File: config.mk
export PLATFORM = sky130hd
export DESIGN_NAME = gumnut_data_responder
export DESIGN_NICKNAME = d
export VERILOG_FILES = /design/src/rtl/gumnut_data_responder.sv
export SDC_FILE = /design/constraint.sdc
export NUM_CORES = 2
export LEC_CHECK = 0
export CORE_MARGIN = 3
export CORE_UTILIZATION = 57
export CTS_CLUSTER_DIAMETER = 40
export DETAILED_ROUTE_END_ITERATION = 16
export PLACE_DENSITY = 0.73
export SYNTH_ARGS = -nofsm -noshare
export SYNTH_HDL_FRONTEND = slang
export SYNTH_SLANG_ARGS = --single-unit
File: constraint.sdc
create_clock -name clk_i -period 4.3 [get_ports clk_i]
set_input_delay 1.075 -clock clk_i [delete_from_list [all_inputs] [get_ports clk_i]]
set_output_delay 1.075 -clock clk_i [all_outputs]
set_load 0.005 [all_outputs]
File: src/rtl/gumnut_data_responder.sv
// Data-memory responder for the Gumnut core: single-beat read/write cycles with
// programmable wait states and a registered one-cycle acknowledge.
module gumnut_data_responder #(
    parameter int ADDR_W      = 8,
    parameter int DATA_W      = 8,
    parameter int DEPTH       = 256,
    parameter int WAIT_STATES = 1
) (
    input  logic              clk_i,
    input  logic              rst_i,
    input  logic              ClkEn_i,
    input  logic              cyc_i,
    input  logic              stb_i,
    input  logic              we_i,
    input  logic [ADDR_W-1:0] adr_i,
    input  logic [DATA_W-1:0] dat_i,
    output logic [DATA_W-1:0] dat_o,
    output logic              ack_o,
    output logic              busy_o
);

    localparam int         IDX_W   = (DEPTH > 1) ? $clog2(DEPTH) : 1;
    localparam logic [3:0] WS_LOAD = (WAIT_STATES > 0) ? 4'(WAIT_STATES - 1) : 4'd0;

    typedef enum logic [1:0] {
        ST_IDLE,
        ST_WAIT,
        ST_ACK
    } state_t;

    state_t            state_q;
    state_t            state_d;
    logic [3:0]        cnt_q;
    logic [3:0]        cnt_d;
    logic              take_req;
    logic              fire;

    logic [ADDR_W-1:0] adr_p0;
    logic              we_p0;
    logic [DATA_W-1:0] wdat_p0;
    logic              hit_p0;
    logic [DATA_W-1:0] rd_word;

    logic              vld_p1;
    logic [DATA_W-1:0] rdat_p1;

    logic [DATA_W-1:0] mem [DEPTH];

    function automatic logic addr_in_range(input logic [ADDR_W-1:0] a);
        return 64'(a) < 64'(DEPTH);
    endfunction

    function automatic logic [IDX_W-1:0] addr_index(input logic [ADDR_W-1:0] a);
        return a[IDX_W-1:0];
    endfunction

    assign hit_p0  = addr_in_range(adr_p0);
    assign rd_word = hit_p0 ? mem[addr_index(adr_p0)] : '0;

    always_comb begin
        state_d  = state_q;
        cnt_d    = cnt_q;
        take_req = 1'b0;
        fire     = 1'b0;
        case (state_q)
            ST_IDLE: begin
                if (cyc_i && stb_i) begin
                    take_req = 1'b1;
                    if (WAIT_STATES == 0) begin
                        state_d = ST_ACK;
                    end else begin
                        state_d = ST_WAIT;
                        cnt_d   = WS_LOAD;
                    end
                end
            end
            ST_WAIT: begin
                // Master walking away mid-wait cancels the access outright.
                if (!cyc_i) begin
                    state_d = ST_IDLE;
                end else if (cnt_q == 4'd0) begin
                    state_d = ST_ACK;
                end else begin
                    cnt_d = cnt_q - 4'd1;
                end
            end
            ST_ACK: begin
                fire    = 1'b1;
                state_d = ST_IDLE;
            end
            default: begin
                state_d = ST_IDLE;
            end
        endcase
    end

    // Stage p0: request capture; stage p1: acknowledge and read data
    always_ff @(posedge clk_i) begin
        if (!rst_i) begin
            state_q <= ST_IDLE;
            cnt_q   <= 4'd0;
            adr_p0  <= '0;
            we_p0   <= 1'b0;
            wdat_p0 <= '0;
            vld_p1  <= 1'b0;
            rdat_p1 <= '0;
        end else if (ClkEn_i) begin
            state_q <= state_d;
            cnt_q   <= cnt_d;
            vld_p1  <= fire;
            if (take_req) begin
                adr_p0  <= adr_i;
                we_p0   <= we_i;
                wdat_p0 <= dat_i;
            end
            if (fire && !we_p0) begin
                rdat_p1 <= rd_word;
            end
        end
    end

    // Storage survives reset; out-of-range writes are silently dropped.
    always_ff @(posedge clk_i) begin
        if (rst_i && ClkEn_i && fire && we_p0 && hit_p0) begin
            mem[addr_index(adr_p0)] <= wdat_p0;
        end
    end

    assign ack_o  = vld_p1;
    assign dat_o  = rdat_p1;
    assign busy_o = (state_q != ST_IDLE);

endmodule

==> impl_results.md <==
- Layout cells sized above 1: about 28%
- Hold violation total from the final report: 0
- Sequential cell area fraction in the yosys report: 76.70%
- DIE HEIGHT: 383.0 um
- CP max stage cell: a2111oi_0
- Clock sink count: 2080
- TritonCTS Buffers: about 210
- Max transition margin: 9.144%
- CTS Hold Bufs: 0
- Post-Route WL: between 200000 and 250000 um
- PostCTS Resize Cnt: 0
- Synth-to-Final Area Change: 15.06%
- Clock Skew: 0.03850 ns
- Gp weighted congestion: about 0.89
- Core footprint: between 100000 and 150000 um^2
- Syn Nets: between 3000 and 4000
- Worst Hold Path Cells: 2
- GRT Residual Overflow: 0
- Largest area contributor in the synthesized netlist: edfxtp_1
- Fin. max-slew vios: 0
- Syn Inst Count: between 3000 and 4000
- CP Capture Point: dat_o[6]$_SDFFE_PN0P_
- # rows: around 140
- Area of the multi-input gates: 17570 um^2
- Clock transition at path regs: roughly 0.06 ns
- Setup bufs post-CTS: 0
- Starting DRT DRC Count: 6229
- Fill count: 8655
- Largest net degree at the start of global routing: 129
- Number of global-route vias before repair: approximately 43000
- H-tree depth: 4
- Total track usage: slightly below 30%
- Post-synth EDFFs: 2048
- Worst R2R Start: adr_p0[0]$_SDFFE_PN0P_
- Post-route clock period utilization: a little over nine tenths
- Status: complete, no violations
- CP Cell Sequence: buf_12, nand2_2, buf_4, a211oi_1, a211oi_1, o41ai_1, a31oi_1, a2111oi_0, a31oi_1
- Antenna violations before repair: 6
- Worst flop-to-flop path endpoint: dat_o[6]$_SDFFE_PN0P_
- Largest stage delay, worst path: roughly 1.1 ns
- Synth Flop Type: edfxtp_1
- CTS tree: built
- Post-layout min period: 4.098 ns
- Root Buffer: clkbuf_16
- First-pass GRT wire length: about 300000 um
- Post-synthesis async set-or-reset flop share: 0%
- Clock buffer depth: 3
- Synth area leaders: edfxtp_1 76%, mux4_2 13%, mux2i_1 1.8%
- Hpwl dp: 128000 um
- Max rail drop VDD: 0.5271 mV
- Crit end category: register
- I/O Pins: 32
- Synth unique cells: 64
- R2R Setup Slk: just over 0.2 ns
- Reg area: between 60000 and 70000 um^2
- Average routed wire per standard cell: 32.47 um
- Final setup viols: 0
- Die width: approximately 380 um
- Pwr Density: 448.1 nW/um^2
- Final ANT Viol Nets: 0
- Final core utilization: 66.40%
- Tot Pwr: around 42000 uW
- Crit path max fanout: 27
- Worst r2r path cells: 9
- Critical Path Source: adr_p0[0]$_SDFFE_PN0P_
- Unrepaired setup endpoints after global routing: false
- Die area: roughly 150000 um^2
- Initial Util: between 50% and 60%
- Worst-Margin Slew: ~1.3 ns
- Min Hold Slack: between 0.4 and 0.5 ns
- Post-Syn Area: ~81000 um^2
- First-pass DRT Iterations: 6
- CP startpoint kind: register
- Port-buffer cells: 31
- Vias per cell: between 6 and 7
- YS warnings: 0
- Max Cap Violations: 0
- Maximum clock rate: ~240 MHz
- Worst Setup Path Type: register to register
- Place WS: between 0.015 and 0.02 ns
- CP arrival: 4.76 ns
- Total Neg Setup Slack: 0 ns
- Flops & latches, synth: 2080
- Critical path required time: 4.96 ns
- Post-route worst setup slack: between 0.2 and 0.25 ns
- Via count: around 43000
- Hold Crit Class: register to register
- Leakage: 0.03278 uW
- Skew-Pair Late Insertion Delay: around 0.85 ns
- Layout Nets: roughly 4400
- DRC Markers: 0
- Synth top area share: between 70 and 80%
- Average size of a mapped cell: 20.42 um^2
[kinds of logic after synthesis]
logic type	Yosys count	synth area share (%)
AO/OA/AOI/OAI	303	2.653
XOR/XNOR	3	0.03244
adder cells (fa/ha/maj)	1	0.01544
buffers and inverters	253	1.657
flip-flops	2080	76.70
multiplexers	640	15.34
AND/OR/NAND/NOR	687	3.600
[layout by cell type (no fill, tap or decap), types with 8 or more instances in the layout]
cell / Yosys / final
mux2_2: 12 / 12
a21oi_1: 41 / 41
o21ai_1: 12 / 12
o22ai_1: 20 / 20
nand2_1: 223 / 223
inv_1: 8 / 8
nor2b_1: 32 / 29
a21boi_0: 19 / 19
clkinv_1: 1 / 33
buf_4: 41 / 383
and3_1: 8 / 8
clkinv_2: 0 / 38
a32oi_1: 29 / 29
clkinv_4: 0 / 8
mux4_2: 480 / 480
dfxtp_4: 0 / 11
bufinv_16: 0 / 23
nor2_1: 309 / 307
a211oi_1: 34 / 34
clkbuf_1: 89 / 32
edfxtp_1: 2048 / 2048
dfxtp_1: 32 / 17
inv_6: 0 / 21
a32o_1: 8 / 8
nand3_1: 41 / 41
buf_12: 0 / 42
o21ai_0: 33 / 33
nand4_1: 15 / 15
mux2i_1: 146 / 146
a31oi_1: 25 / 25
nor3_1: 24 / 24
clkdlybuf4s50_1: 0 / 31
clkbuf_16: 0 / 215
a22oi_1: 24 / 24
a2111oi_0: 10 / 10
clkinvlp_4: 0 / 15
[registers in the layout, indices dropped and copies added (netlist names)]
register  count
ack_o         1
adr_p0        8
cnt_q         4
dat_o         8
mem        2048
state_q       2
wdat_p0       8
we_p0         1
[synthesized netlist by cell type (3+ instances only)]
master,n
buf_2,87
dfxtp_1,32
nor3_1,24
nand2_1,223
inv_1,8
or3_1,5
edfxtp_1,2048
nor2b_1,32
nand3_1,41
clkbuf_1,89
and2_1,6
nand4_1,15
o21ai_0,33
nor2_1,309
nand3b_1,3
a21boi_0,19
o22a_1,4
a21oi_1,41
a221oi_1,5
a211oi_1,34
buf_4,41
buf_6,17
o22ai_1,20
mux2i_1,146
and3_1,8
o41ai_1,3
o21ai_1,12
a2111oi_2,3
a311oi_1,6
nand2b_1,7
o211ai_1,5
a22o_1,7
buf_1,9
a2111oi_0,10
a32oi_1,29
nor4_1,3
a22oi_1,24
a32o_1,8
mux2_2,12
a31oi_1,25
a311o_1,3
mux4_2,480
[critical path: cells and delay by family, from the launching register on]
kind / cells / cell delay [ns]
AOI/OAI and AO/OA: 6 / 2.43
buffers and inverters: 2 / 0.62
and+or+nand+nor: 1 / 0.11
DFF: 1 / 0.74
[worst min-delay path by stage]
stage	startpoint	end	slack, ns
after floorplan	we_p0$_SDFFE_PN0P_	we_p0$_SDFFE_PN0P_	0.47
after global placement	cnt_q[1]$_SDFFE_PN0P_	cnt_q[1]$_SDFFE_PN0P_	0.48
after detailed placement	ack_o$_SDFFE_PN0P_	ack_o$_SDFFE_PN0P_	0.48
after CTS	ack_o$_SDFFE_PN0P_	ack_o$_SDFFE_PN0P_	0.49
after global routing	cnt_q[1]$_SDFFE_PN0P_	cnt_q[1]$_SDFFE_PN0P_	0.54
final	ack_o$_SDFFE_PN0P_	ack_o$_SDFFE_PN0P_	0.49
[final cells by class]
type	instances	share of cell area (%)
inverters	10	0.04832
clock inverters	142	1.546
flip-flops and latches	2080	66.71
multi-input cells	1634	18.85
repair buffers	456	4.319
well taps	1876	2.518
clock buffers	254	6.004
diodes	2	0.005369
[metal layers]
metal  up-vias  part of all wire [%]  GRT usage, %
met1     22000                    37         41.08
met2      2917                    47         44.41
met3       475                    12         8.063
li1      17200                     -             -
met4         8                   4.1         10.92
met5         -                 0.031        0.1323
[metrics by stage]
stage	std cells	cell area, um^2
final	6454	93220
after global placement	6056	86170
after global routing	6452	93210
after floorplan	3967	81020
after CTS	6452	93210
after detailed placement	6056	86170
[power breakdown]
part           switching [uW]  internal (uW)  total, uW
clock network            7700          10700      18400
registers                99.8          22100      22200
logic                     716            404       1120
(Power assumes the default switching activity.)
